--- src/rtl/div_3_arbiter.sv ---
// div_3_arbiter: round-robin front end sharing one div_3 among requesters.
// Carries requester tags alongside the divider pipeline and stalls on back-pressure.
module div_3_arbiter #(
  parameter int NUM_REQ = 4,
  parameter int ID_W    = 2,
  parameter int DIV_LAT = 1
) (
  input  logic                 clk,
  input  logic                 rst,
  input  logic [NUM_REQ-1:0]   req,
  input  logic [8*NUM_REQ-1:0] req_data,
  output logic [NUM_REQ-1:0]   gnt,
  output logic                 div_en,
  output logic [7:0]           div_in,
  input  logic [7:0]           div_out,
  output logic                 rsp_valid,
  input  logic                 rsp_ready,
  output logic [ID_W-1:0]      rsp_id,
  output logic [7:0]           rsp_data
);

  typedef struct packed {
    logic            v;
    logic [ID_W-1:0] id;
  } tag_t;

  logic [ID_W-1:0] ptr;
  logic [ID_W-1:0] idx;
  logic [ID_W-1:0] sel;
  logic            hit;
  logic            stall;
  logic            issue;
  tag_t            nxt_tag;
  tag_t            tags [DIV_LAT];

  assign stall  = rsp_valid & ~rsp_ready;
  assign div_en = rst & ~stall;
  assign issue  = div_en & hit;

  // rotating search for the first active request from the pointer
  always_comb begin
    hit = 1'b0;
    sel = '0;
    idx = '0;
    for (int i = 0; i < NUM_REQ; i++) begin
      idx = ID_W'((int'(ptr) + i) % NUM_REQ);
      if (!hit && req[idx]) begin
        hit = 1'b1;
        sel = idx;
      end
    end
  end

  // one-hot grant and operand mux, both silent while stalled or in reset
  always_comb begin
    gnt    = '0;
    div_in = '0;
    if (issue) gnt[sel] = 1'b1;
    for (int k = 0; k < NUM_REQ; k++) begin
      if (gnt[k]) div_in = req_data[8*k +: 8];
    end
  end

  // tag entering the pipeline this edge; a bubble carries id 0
  always_comb begin
    nxt_tag.v  = issue;
    nxt_tag.id = issue ? sel : '0;
  end

  // priority pointer moves past the granted requester
  always_ff @(posedge clk or negedge rst) begin
    if (!rst) begin
      ptr <= '0;
    end else if (issue) begin
      ptr <= ID_W'((int'(sel) + 1) % NUM_REQ);
    end
  end

  // tag pipeline shadows div_3, advancing only on enabled edges
  always_ff @(posedge clk or negedge rst) begin
    if (!rst) begin
      for (int i = 0; i < DIV_LAT; i++) tags[i] <= '0;
    end else if (div_en) begin
      for (int i = DIV_LAT - 1; i > 0; i--) tags[i] <= tags[i-1];
      tags[0] <= nxt_tag;
    end
  end

  assign rsp_valid = tags[DIV_LAT-1].v;
  assign rsp_id    = tags[DIV_LAT-1].id;
  assign rsp_data  = div_out;

endmodule

--- config.mk ---
export PLATFORM = sky130hd
export DESIGN_NAME = div_3_arbiter
export DESIGN_NICKNAME = d
export VERILOG_FILES = /design/src/rtl/div_3_arbiter.sv
export SDC_FILE = /design/constraint.sdc
export NUM_CORES = 1
export LEC_CHECK = 0
export ABC_CLOCK_PERIOD_IN_PS = 4100
export CORE_UTILIZATION = 34
export DETAILED_ROUTE_END_ITERATION = 16
export PLACE_DENSITY = 0.95
export SYNTH_ARGS = -nofsm -noshare
export SYNTH_HDL_FRONTEND = slang
export SYNTH_SLANG_ARGS = --single-unit
--- constraint.sdc ---
create_clock -name clk -period 4.1 [get_ports clk]
set_input_delay 0.82 -clock clk [delete_from_list [all_inputs] [get_ports clk]]
set_output_delay 0.82 -clock clk [all_outputs]
set_load 0.02 [all_outputs]
==> impl_metrics.json, run 1 <==
{
  "antenna_violations_before_repair": 0,
  "first_pass_grt_wire_length_um": 4200,
  "synth_async_sr_flop_share_pct": 100,
  "fmax_mhz": 253,
  "slew_headroom_pct": 73.9,
  "ctsHtreeMaxLevel": 1,
  "status": "finished, final reports clean",
  "timing.hold.worst.class": "reg -> reg",
  "synth_edf_count": 0,
  "finish.net_count": 206,
  "path_clk_slew_ns": 0.04,
  "yosysTopAreaCellShare_pct": 15.5,
  "die_width_um": 50.7,
  "endpoint_kind": "output port",
  "min_period_ns": 3.95,
  "syn_avg_cell_area_um2": 8.49,
  "routed_vias_inst": 5.17,
  "drtAntennaViolNets": 0,
  "cp_max_fo": 17,
  "cts.repair.resized": 9,
  "drive_above_1_share_pct": 23.4,
  "worst_clock_skew_ns": 0.00696,
  "vdd_drop_max_uv": 221,
  "finalCritPeriodShare_pct": 96.4,
  "clock_tree_from_tritoncts": "done",
  "ys.warnings.count": 0,
  "globalRouteOverflowTotal": 0,
  "cpMaxStageDelayCell": "clkdlybuf4s50_1",
  "critPathRequiredTime_ns": 3.28,
  "io_buffer_count": 54,
  "static-leakage-power_nw": 0.675,
  "inserted_clock_buffers": 3,
  "placementRows": 17,
  "diodes": 0,
  "setup_repair_after_global_routing_missed_its_margin": "false",
  "postSynthCellCount": 95,
  "post_synth_instance_area_um2": 807,
  "ctsRootBufferMaster": "clkbuf_4",
  "final-setup-viol-count": 0,
  "maxCapViolCount": 0,
  "crit_buf_inv": 3,
  "worstSkewPairLatency_ns": 0.24,
  "design.portCount": 71,
  "cp_max_stage_delay_ns": 0.50,
  "worst-endpoint-arrival_ns": 3.13,
  "net_count_after_synthesis": 146,
  "core_region_area_mm2": 0.00223,
  "grt_pass1_vias": 929,
  "cp_startpoint_kind": "primary input",
  "grt_max_degree": 18,
  "dp_worst_setup_slack_ns": -0.161,
  "die-area_mm2": 0.00257,
  "finalWorstSetupSlack_ns": 0.146,
  "seq_total_area_yosys_pct": 15.5,
  "report.final.hold_viol_count": 0,
  "max-clock-path-buffers": 2,
  "dp_hpwl_um": 2170,
  "post-route-drc-count": 0,
  "ff_latch_count_synth": 5,
  "postCtsSetupRepairBufs": 0,
  "initial_util_pct": 36.1,
  "synth_area_leaders": "dfrtp_1, and3b_1, o221ai_1",
  "fin_tns_setup_ns": 0,
  "synth.distinct_cells": 35,
  "worst-slew-pin-transition_ns": 0.388,
  "synthToLayoutAreaGrowth_pct": 76.9,
  "routed_wl_um": 2600,
  "timing_worst_setup_path_type": "in -> out",
  "die_height_um": 50.7,
  "ys.flop_type": "dfrtp_1",
  "tritoncts_num_sinks": 5,
  "timing.critical_path.cells": "clkdlybuf4s50_1 > nand2_1 > a311oi_2 > or2_1 > ha_1 > buf_12 > and3b_1 > o221ai_1 > a21oi_2 > dlygate4sd2_1",
  "regToRegSetupSlack_ns": 2.54,
  "p_per_area_mw_per_mm2": 434,
  "tot_gr_track_use_pct": 21.8,
  "finalWeightedCongestion": 0.809,
  "vias": 941,
  "timing_max_transition_violations_final": 0,
  "drtPass1Iterations": 4,
  "critical-path-top-delay-family": "buffers and inverters",
  "first_iter_violations": 8,
  "avgRoutedWirePerCell_um": 14.3,
  "netlist.top_cell.by_area": "dfrtp_1",
  "cts_hold_repair.buffers": 0
}
[Yosys cell counts (2+ instances only)]
master and n:
a21o_1 8, a21oi_1 2, a21oi_2 7, and2_2 2, and3b_1 8, buf_2 2
buf_4 8, clkinv_1 2, dfrtp_1 5, ha_1 4, inv_1 4, nand2_1 9
nor2_1 2, nor2_2 2, o21ai_0 2, o21ai_1 2, o221ai_1 8
[tightest hold or removal path, cell delays in order, from the launching register on]
cell     delay [ns]
dfrtp_1        0.34
o21ai_0        0.08
o21ai_1        0.07
[power breakdown]
group | switching, mW | total [mW] | leakage [nW] | internal [mW]
Combinational | 0.233 | 0.476 | 0.600 | 0.243
Sequential | 0.0206 | 0.0884 | 0.0600 | 0.0678
Clock | 0.0190 | 0.0558 | 0.0150 | 0.0367
[layout by cell type (no fill, tap or decap), drive strengths merged]
master,n
clkdlybuf4s50,45
buf,13
nand2,9
o221ai,9
a21oi,9
and3b,8
a21o,8
dlygate4sd2,8
dfrtp,5
o21ai,5
inv,4
ha,4
clkbuf,4
nor2,4
and2,2
nor2b,2
o31ai,2
mux2i,1
a21boi,1
or3b,1
a311oi,1
nand2b,1
or2,1
nor4,1
nor3,1
clkinv,1
or3,1
clkinvlp,1
mux2,1
dlymetal6s2s,1
[registers in the layout, summed over array words and instances (netlist names)]
signal and count:
ptr 2, rsp_valid 1, rsp_id 2
[area by class of cell]
| type | count | area [um2] |
|---|---|---|
| Fill cell | 184 | 806 |
| Timing Repair Buffer | 67 | 643 |
| Multi-Input combinational cell | 72 | 572 |
| Sequential cell | 5 | 125 |
| Tap cell | 28 | 35.0 |
| Clock buffer | 4 | 26.3 |
| Inverter | 6 | 26.3 |
[stage by stage]
| step | instance area [um2] | power (mW) | hold slack (ns) | utilization (%) | cells |
|---|---|---|---|---|---|
| 6_report | 1430 | 0.620 | 0.521 | 63.9 | 182 |
| 5_1_grt | 1430 | 0.667 | 0.565 | 63.9 | 182 |
| 4_1_cts | 1420 | 0.620 | 0.522 | 63.6 | 182 |
| 3_5_place_dp | 1400 | 0.575 | 0.513 | 62.6 | 178 |
| 3_3_place_gp | 1400 | 0.557 | 0.506 | 62.6 | 178 |
| 2_1_floorplan | 807 | 0.379 | 0.524 | - | 95 |
[final timing paths]
kind,from,endpoint,depth (start not counted)
setup / recovery,req[0],div_in[2],10
hold / removal,rsp_id[0],rsp_id[0],2
setup reg to reg,ptr[1],ptr[1],5
hold reg to reg,rsp_id[0],rsp_id[0],2
max in group asynchronous,rst,rsp_valid,2
min in group asynchronous,rst,ptr[0],2
[cells by family after synthesis]
family	share of synthesized area [%]
and+or+nand+nor	25.9
buffers and inverters	14.4
muxes	3.10
DFF	15.5
adders and majority gates	6.20
AOI/OAI and AO/OA	34.9
[routing by layer]
| metal | track usage [%] | part of all wire (%) | vias up |
|---|---|---|---|
| li1 | - | - | 459 |
| met1 | 25.0 | 40 | 448 |
| met2 | 39.6 | 54 | 32 |
| met3 | 3.03 | 4.7 | 2 |
| met4 | 9.72 | 1.0 | 0 |
| met5 | 0 | 0 | - |
(Power assumes the default switching activity.)
==> inputs of run 2 (changes only) <==
--- a/config.mk
+++ b/config.mk
@@ -6,8 +6,10 @@
 export NUM_CORES = 1
 export LEC_CHECK = 0
 export ABC_CLOCK_PERIOD_IN_PS = 4100
+export CORE_ASPECT_RATIO = 0.7
 export CORE_UTILIZATION = 34
 export DETAILED_ROUTE_END_ITERATION = 16
+export HOLD_SLACK_MARGIN = 0.12
 export PLACE_DENSITY = 0.95
 export SYNTH_ARGS = -nofsm -noshare
 export SYNTH_HDL_FRONTEND = slang
==> impl_metrics.json, run 2 (synthesized netlist as in run 1, its figures left out) <==
{
  "status": "finished, final reports clean",
  "timing_max_transition_violations_final": 0,
  "io_buffer_count": 54,
  "finalPower_mw": 0.636,
  "ctsHtreeMaxLevel": 1,
  "initial_util_pct": 36.9,
  "slew_headroom_pct": 71.8,
  "endpoint_kind": "output port",
  "drive_above_1_share_pct": 25.6,
  "antenna_violations_before_repair": 0,
  "vdd_drop_max_uv": 192,
  "min_period_ns": 4.01,
  "instances_no_fill": 188,
  "design.portCount": 71,
  "die_height_um": 42.8,
  "inserted_clock_buffers": 3,
  "drtAntennaViolNets": 0,
  "postCtsSetupRepairBufs": 0,
  "layout.cells.most_common": "clkdlybuf4s50_1",
  "clock_tree_from_tritoncts": "done",
  "placedCellCount": 184,
  "cp_startpoint_kind": "primary input",
  "diodes": 0,
  "finalWeightedCongestion": 0.919,
  "finalCritPeriodShare_pct": 97.8,
  "finish.utilization_pct": 66.3,
  "drtPass1Iterations": 10,
  "tot_gr_track_use_pct": 24.5,
  "most_frequent_cells_in_the_layout": "clkdlybuf4s50_1, buf_4, nand2_1",
  "report.final.hold_viol_count": 0,
  "worstSkewPairLatency_ns": 0.24,
  "core_region_area_mm2": 0.00219,
  "maxCapViolCount": 0,
  "first_pass_grt_wire_length_um": 4640,
  "grt_pass1_vias": 984,
  "dp_hpwl_um": 2300,
  "placementRows": 14,
  "worst_clock_skew_ns": 0.0131,
  "path_clk_slew_ns": 0.04,
  "tritoncts_num_sinks": 5,
  "finish.net_count": 208,
  "timing_worst_setup_path_type": "in -> out",
  "avgRoutedWirePerCell_um": 15.3,
  "synthToLayoutAreaGrowth_pct": 79.8,
  "routed_wl_um": 2870,
  "critPathRequiredTime_ns": 3.28,
  "setup_repair_after_global_routing_missed_its_margin": "false",
  "vias": 953,
  "first_iter_violations": 44,
  "cp_max_fo": 17,
  "worst-slew-pin-transition_ns": 0.419,
  "ctsRootBufferMaster": "clkbuf_4",
  "final-setup-viol-count": 0,
  "worst-endpoint-arrival_ns": 3.19,
  "fmax_mhz": 249,
  "max-clock-path-buffers": 2,
  "die-area_mm2": 0.00258,
  "die_width_um": 60.2,
  "p_per_area_mw_per_mm2": 438,
  "grt_max_degree": 18,
  "routed_vias_inst": 5.07,
  "post-route-drc-count": 0,
  "timing.hold.worst.class": "reg -> reg",
  "globalRouteOverflowTotal": 0,
  "static-leakage-power_nw": 0.704
}
-- run 2: changes by cell type in the layout (fill, tap and decap cells not counted) --
cell             delta
dlymetal6s2s_1      +1
clkinv_1            -1
ha_1                -1
clkinv_2            +2
clkdlybuf4s50_1     -1
ha_2                +1
buf_4               +2
clkinvlp_4          -1
-- run 2: path summary, 6_finish.rpt --
kind / to / cells after the start / slack, ns / from
min in group asynchronous: rsp_valid / 2 / 0.87 / rst
min reg2reg: rsp_id[0] / 2 / 0.54 / rsp_id[0]
max reg2reg: ptr[1] / 5 / 2.52 / ptr[1]
max: div_in[7] / 10 / 0.09 / req[2]
max in group asynchronous: ptr[0] / 2 / 3.11 / rst
min: rsp_id[0] / 2 / 0.54 / rsp_id[0]
-- run 2: final cells by class --
class	instances	area, um2
Fill cell	188	738
Timing Repair Buffer	69	661
Multi-Input combinational cell	72	574
Sequential cell	5	125
Tap cell	32	40.0
Clock buffer	4	26.3
Inverter	6	25.0
-- run 2: metal layers --
metal / vias to the layer above / part of all wire [%] / track usage (%)
met5: - / 0 / 0
met4: 0 / 1.2 / 5.12
met3: 6 / 3.9 / 1.83
met2: 37 / 53 / 46.4
met1: 441 / 42 / 29.5
li1: 469 / - / -
-- run 2: what timing repair did --
| item | 4_1_cts | 5_1_grt |
|---|---|---|
| setup endpoints to repair | 10 | 5 |
| pin swaps | 0 | 1 |
| gates resized for setup | 11 | 3 |
| hold buffers | 0 | 0 |
-- run 2: power breakdown --
part           switching, mW  leakage, nW  internal (mW)  total, mW
clock                 0.0212       0.0150         0.0369     0.0581
sequential            0.0247       0.0600         0.0676     0.0923
combinational          0.237        0.629          0.248      0.485
-- run 2: worst max-delay path, stage by stage --
cell,delay (ns)
clkdlybuf4s50_1,0.56
or3b_1,0.39
o221ai_2,0.08
inv_1,0.09
ha_1,0.23
buf_12,0.15
and3b_1,0.20
o221ai_1,0.12
a21oi_1,0.18
dlygate4sd2_1,0.35
-- run 2: stage by stage --
step	setup TNS, ns	setup WS (ns)	instance area, um2	hold WS, ns
2_1_floorplan	0	0.834	807	0.524
3_3_place_gp	-0.716	-0.103	1420	0.511
3_5_place_dp	-1.30	-0.204	1420	0.533
4_1_cts	0	0.0645	1440	0.542
5_1_grt	0	0.00531	1450	0.579
6_report	0	0.0912	1450	0.541
